$ cat src/rtl/sqrt_handshake_responder.sv
// ============================================================================
// Module      : sqrt_handshake_responder
// Description : Strobe/ack handshake front-end for a start/done square-root
//               core. Define SQRT_REQ_QUEUE_EN to add a 2-entry request FIFO.
// Revision    : 1.0 - initial release
// ============================================================================
`default_nettype none

module sqrt_handshake_responder #(
  parameter int SIZE       = 64,
  parameter int FLOAT_SIZE = 32
) (
  input  logic            clk,
  input  logic            rst,
  input  logic            isInputStable,
  input  logic [SIZE-1:0] in,
  input  logic            isFloat,
  output logic [SIZE-1:0] result,
  output logic            isResultStable,
  input  logic            resultAck,
  output logic            busy,
  output logic            reqDropped,
  output logic            coreStart,
  output logic [SIZE-1:0] coreIn,
  output logic            coreIsFloat,
  input  logic            coreDone,
  input  logic [SIZE-1:0] coreResult
);

  typedef enum logic [1:0] {
    IDLE        = 2'd0,
    LAUNCH      = 2'd1,
    WAIT_CORE   = 2'd2,
    HOLD_RESULT = 2'd3
  } state_t;

  state_t          state_q, state_d;
  logic [SIZE-1:0] op_q, op_d;
  logic            op_float_q, op_float_d;
  logic [SIZE-1:0] result_q, result_d;
  logic            dropped_q, dropped_d;

  logic [SIZE-1:0] in_op;
  logic [SIZE-1:0] core_res_masked;
  logic            req_while_busy;
  logic            ack_in_hold;

  // Float operands only ever carry the low FLOAT_SIZE bits towards the core.
  assign in_op           = isFloat    ? {{(SIZE-FLOAT_SIZE){1'b0}}, in[FLOAT_SIZE-1:0]}
                                      : in;
  assign core_res_masked = op_float_q ? {{(SIZE-FLOAT_SIZE){1'b0}}, coreResult[FLOAT_SIZE-1:0]}
                                      : coreResult;
  assign req_while_busy  = isInputStable && (state_q != IDLE);
  assign ack_in_hold     = resultAck && (state_q == HOLD_RESULT);

`ifdef SQRT_REQ_QUEUE_EN
  logic [SIZE-1:0] fifo_op_q  [2];
  logic [SIZE-1:0] fifo_op_d  [2];
  logic            fifo_flt_q [2];
  logic            fifo_flt_d [2];
  logic            rd_ptr_q, rd_ptr_d;
  logic [1:0]      count_q, count_d;
  logic            fifo_full;
  logic            accept;
  logic            bypass;
  logic            pop;
  logic            wr_idx;

  assign fifo_full = (count_q == 2'd2);
  assign accept    = req_while_busy && !fifo_full;
  assign pop       = ack_in_hold && (count_q != 2'd0);
  // Request arriving with the ack into an empty FIFO goes straight to launch.
  assign bypass    = ack_in_hold && (count_q == 2'd0) && accept;
  assign wr_idx    = rd_ptr_q ^ count_q[0];
`endif

  always_comb begin
    state_d    = state_q;
    op_d       = op_q;
    op_float_d = op_float_q;
    result_d   = result_q;
    dropped_d  = 1'b0;

    case (state_q)
      IDLE: begin
        if (isInputStable) begin
          op_d       = in_op;
          op_float_d = isFloat;
          state_d    = LAUNCH;
        end
      end
      LAUNCH: begin
        state_d = WAIT_CORE;
      end
      WAIT_CORE: begin
        if (coreDone) begin
          result_d = core_res_masked;
          state_d  = HOLD_RESULT;
        end
      end
      HOLD_RESULT: begin
        if (resultAck) begin
          state_d = IDLE;
        end
      end
      default: begin
        state_d = IDLE;
      end
    endcase

`ifdef SQRT_REQ_QUEUE_EN
    fifo_op_d  = fifo_op_q;
    fifo_flt_d = fifo_flt_q;
    rd_ptr_d   = rd_ptr_q;
    count_d    = count_q;
    dropped_d  = req_while_busy && fifo_full;

    if (pop) begin
      op_d       = fifo_op_q[rd_ptr_q];
      op_float_d = fifo_flt_q[rd_ptr_q];
      state_d    = LAUNCH;
      rd_ptr_d   = ~rd_ptr_q;
    end else if (bypass) begin
      op_d       = in_op;
      op_float_d = isFloat;
      state_d    = LAUNCH;
    end

    if (accept && !bypass) begin
      fifo_op_d[wr_idx]  = in_op;
      fifo_flt_d[wr_idx] = isFloat;
    end

    count_d = count_q + {1'b0, (accept && !bypass)} - {1'b0, pop};
`else
    dropped_d = req_while_busy;
`endif
  end

  always_ff @(posedge clk) begin
    if (rst) begin
      state_q    <= IDLE;
      op_q       <= '0;
      op_float_q <= 1'b0;
      result_q   <= '0;
      dropped_q  <= 1'b0;
    end else begin
      state_q    <= state_d;
      op_q       <= op_d;
      op_float_q <= op_float_d;
      result_q   <= result_d;
      dropped_q  <= dropped_d;
    end
  end

`ifdef SQRT_REQ_QUEUE_EN
  always_ff @(posedge clk) begin
    if (rst) begin
      fifo_op_q[0]  <= '0;
      fifo_op_q[1]  <= '0;
      fifo_flt_q[0] <= 1'b0;
      fifo_flt_q[1] <= 1'b0;
      rd_ptr_q      <= 1'b0;
      count_q       <= 2'd0;
    end else begin
      fifo_op_q  <= fifo_op_d;
      fifo_flt_q <= fifo_flt_d;
      rd_ptr_q   <= rd_ptr_d;
      count_q    <= count_d;
    end
  end
`endif

  assign result         = result_q;
  assign isResultStable = (state_q == HOLD_RESULT);
  assign busy           = (state_q != IDLE);
  assign reqDropped     = dropped_q;
  assign coreStart      = (state_q == LAUNCH);
  assign coreIn         = op_q;
  assign coreIsFloat    = op_float_q;

endmodule

`default_nettype wire

$ cat config.mk
export PLATFORM = sky130hd
export DESIGN_NAME = sqrt_handshake_responder
export DESIGN_NICKNAME = d
export VERILOG_FILES = /design/src/rtl/sqrt_handshake_responder.sv
export SDC_FILE = /design/constraint.sdc
export NUM_CORES = 1
export LEC_CHECK = 0
export ABC_AREA = 1
export BUFFER_PORTS_ARGS = -buffer_cell sky130_fd_sc_hd__buf_2
export CORE_ASPECT_RATIO = 1.25
export CORE_MARGIN = 2
export CORE_UTILIZATION = 44
export CTS_CLUSTER_SIZE = 20
export DETAILED_ROUTE_END_ITERATION = 6
export GPL_TIMING_DRIVEN = 0
export PLACE_DENSITY = 0.8
export SETUP_SLACK_MARGIN = 0.2
export SYNTH_ARGS = -nofsm -noshare
export SYNTH_HDL_FRONTEND = slang
export SYNTH_SLANG_ARGS = --single-unit
$ cat constraint.sdc
create_clock -name clk -period 1.9 [get_ports clk]
set_clock_uncertainty 0.05 [all_clocks]
set_input_delay 0.475 -clock clk [delete_from_list [all_inputs] [get_ports clk]]
set_output_delay 0.475 -clock clk [all_outputs]
set_load 0.03 [all_outputs]
==> impl_metrics.csv <==
group,metric,value,unit
sta,slew_headroom,66.07,%
setup_path,r2r_slack,0.36,ns
detailed_routing,wirelength,13750,µm
sta,finalSetupViolations,0,
logic_synthesis,syn_area,0.004692,mm²
sta,slew_viol_final,0,
pwr,p_total,10560,µW
sta,fin_crit,1.685,ns
setup_path,startpoint_type,"register",
clock_tree,htreeDepth,4,
logic_synthesis,yosysWarningCount,0,
pwr,internal_power,6798,µW
sta,fmax,593.4,MHz
placed_design,place_congestion,0.8492,
global_routing,grt_pass1_wl,21020,µm
detailed_routing,vias,4866,
global_routing,grt_pass1_vias,4524,
die,fp.dieW,96.36,µm
detailed_routing,drt_iter0_drc,145,
min_path,whs_endpoint,"coreIn[40]",
logic_synthesis,synth_cell_types,22,
clock_tree,root_buffer,"clkbuf_16",
setup_path,cp_data_required_time,1.37,ns
run,drv_cap,0,
die,fp.dieArea,0.01151,mm²
setup_path,worstPathCellList,"inv_4 -> ha_4 -> inv_2 -> buf_6",
final_layout,layout-drive-gt1-share,38.42,%
pwr,power_density,1531,mW/mm²
setup_path,critPathTopFamily,"flip-flops",
min_path,holdPathStages,3,
setup_path,r2r_end,"result[57]",
setup_path,crit_path_end_kind,"output port",
logic_synthesis,syn-num-nets,711,
logic_synthesis,seq_area_frac_synth,56.32,%
detailed_routing,postRouteAntennaNets,0,
setup_path,critPathKind,"reg2out",
clock_tree,clock_path_buffers,2,
pwr,clkPwrFrac,34.0,%
status,outcome,"complete, no violations",
global_routing,antenna_found_initial,0,
min_path,holdCritPathClass,"in2reg",
detailed_routing,vias_per_cell,4.847,
logic_synthesis,synth_cells,573,
global_routing,grt-ovfl-total,0,
pwr,netSwitchingPower,3765,µW
final_layout,diodes,0,
clock_tree,cts_tree,"built",
sta,fin_tns_setup,0,ns
final_layout,area_growth_syn_to_layout,47.07,%
die,rows,42,
logic_synthesis,ys_ff_latch,132,
sta,worstMarginPinSlew,0.5090,ns
die,die_y,119.5,µm
placed_design,hpwl,10190,µm
detailed_routing,drc,0,
placed_design,io_buffers,266,
sta,rsz0062_at_grt,"true",
setup_path,slowest_delay,0.35,ns
setup_path,critPathSlowestCell,"dfxtp_4",
sta,fin_crit_sh,88.69,%
die,io_pins,267,
global_routing,grt_start_max_net_pins,17,
pwr,ir_drop,0.7271,mV
setup_path,r2r_start,"state_q[0]",
pwr,leakagePower,0.003336,µW
setup_path,r2r_cells,8,
setup_path,path_buf_inv,3,
detailed_routing,post_drt_wl_per_cell,13.69,µm
sta,hold_viol_final,0,
pwr,p_sw_share,35.64,%
sta,fin_ws,0.2149,ns
clock_tree,clock_sinks,132,
die,start_util,44.64,%
pwr,pwr-share-seq,33.3,%
clock_tree,cts_buffers,17,
placed_design,dpl_worst_slack,0.2514,ns
clock_tree,worstSkewPairLatency,0.41,ns
min_path,min-delay-start,"in[40]",
die,coreArea,0.01051,mm²
detailed_routing,drt_first_pass_iters,4,
logic_synthesis,syn_avg_cell_area,8.188,µm²
final_layout,final_nets,997,
setup_path,arrival,1.16,ns
clock_tree,clkTransAtPathRegs,0.06,ns
setup_path,crit_fanout,5,
clock_tree,cts_hold_buf,0,
pwr,pwr-share-comb,32.7,%
global_routing,grt_use_total,23.42,%
-- registers in the layout, indices dropped and copies added (netlist names) --
name         count
reqDropped       1
coreIsFloat      1
state_q          2
result          64
coreIn          64
-- placed cells by master (no fill, tap or decap), drive strengths merged --
| cell type | count |
|---|---|
| a211oi | 1 |
| a21oi | 46 |
| a22oi | 18 |
| buf | 290 |
| bufinv | 5 |
| clkbuf | 40 |
| clkinv | 4 |
| clkinvlp | 2 |
| dfxtp | 132 |
| ha | 4 |
| inv | 11 |
| nand2 | 69 |
| nand3 | 33 |
| nor2 | 151 |
| nor3 | 1 |
| o21ai | 64 |
| or2 | 1 |
-- logic make-up after synthesis --
kind of cell	Yosys count	share of synthesized area, %
DFF	132	56.32
AOI/OAI and AO/OA	129	14.88
buffers and inverters	53	6.160
adders and majority gates	4	1.067
and+or+nand+nor	255	21.57
-- metal layers --
metal | wire (µm) | track usage [%]
met1 | 5391 | 26.21
met2 | 6909 | 39.54
met3 | 999 | 6.578
met4 | 448 | 12.24
met5 | 0 | 0
-- per-stage QoR --
step	cell area [µm²]	util (%)	instances	hold slack, ns
2_1_floorplan	4692	-	573	0.5051
3_3_place_gp	6188	58.88	971	0.3977
3_5_place_dp	6188	58.88	971	0.3999
4_1_cts	6882	65.48	1004	0.2373
5_1_grt	6900	65.65	1004	0.2513
6_report	6900	65.65	1004	0.2492
-- how the worst max path moves through the flow --
stage / startpoint / endpoint / slack, ns / depth (start not counted)
2_1_floorplan: state_q[0] / busy / 0.52 / 3
3_3_place_gp: state_q[0] / result[18] / 0.27 / 7
3_5_place_dp: state_q[0] / coreIn[48] / 0.25 / 6
4_1_cts: state_q[1] / busy / 0.19 / 4
5_1_grt: state_q[0] / busy / 0.17 / 4
6_report: state_q[0] / busy / 0.21 / 4
-- layout make-up --
type,count,area [µm²]
plain buffers,43,251.5
clock buffers,20,456.7
clock inverters,12,201.4
fillers,936,3610
inverters,10,45.04
multi-input cells,388,1773
flip-flops and latches,132,2650
well taps,132,165.2
repair buffers,267,1358
-- Yosys cell counts --
master | count | share of area [%]
ha_1 | 4 | 1.1
nor3_1 | 1 | 0.11
buf_6 | 6 | 1.4
a22oi_1 | 18 | 2.9
a21oi_1 | 46 | 4.9
inv_1 | 9 | 0.72
nand2_2 | 1 | 0.13
nand2_1 | 68 | 5.4
clkbuf_1 | 18 | 1.4
clkbuf_2 | 2 | 0.21
nor2_1 | 150 | 12
o21ai_0 | 59 | 6.3
o21ai_1 | 5 | 0.53
dfxtp_1 | 132 | 56
or2_2 | 1 | 0.13
nor2_4 | 1 | 0.24
a211oi_2 | 1 | 0.27
buf_1 | 1 | 0.080
buf_4 | 8 | 1.3
buf_2 | 8 | 0.85
inv_4 | 1 | 0.13
nand3_1 | 33 | 3.5
-- worst reg2reg max path, stage by stage (launching register included) --
cell and delay (ns):
dfxtp_4 0.35, inv_4 0.07, ha_1 0.19, nand2_1 0.08, buf_4 0.18, inv_4 0.12, buf_4 0.19, nand3_1 0.10
a21oi_1 0.15
-- power groups by stage --
stage | Combinational (µW) | Sequential (µW) | Clock [µW]
finish | 3450 | 3510 | 3600
global route | 3780 | 3580 | 3770
CTS | 3460 | 3500 | 3640
detailed placement | 3350 | 3540 | 0
global placement | 3320 | 3520 | 0
floorplan | 1440 | 4460 | 0
-- what timing repair did --
action	CTS	global route
buffers inserted	1	0
endpoints found under the setup margin	2	12
pin swaps	1	1
gates resized for setup	11	11
No activity file was read; power rests on OpenSTA's default activity.
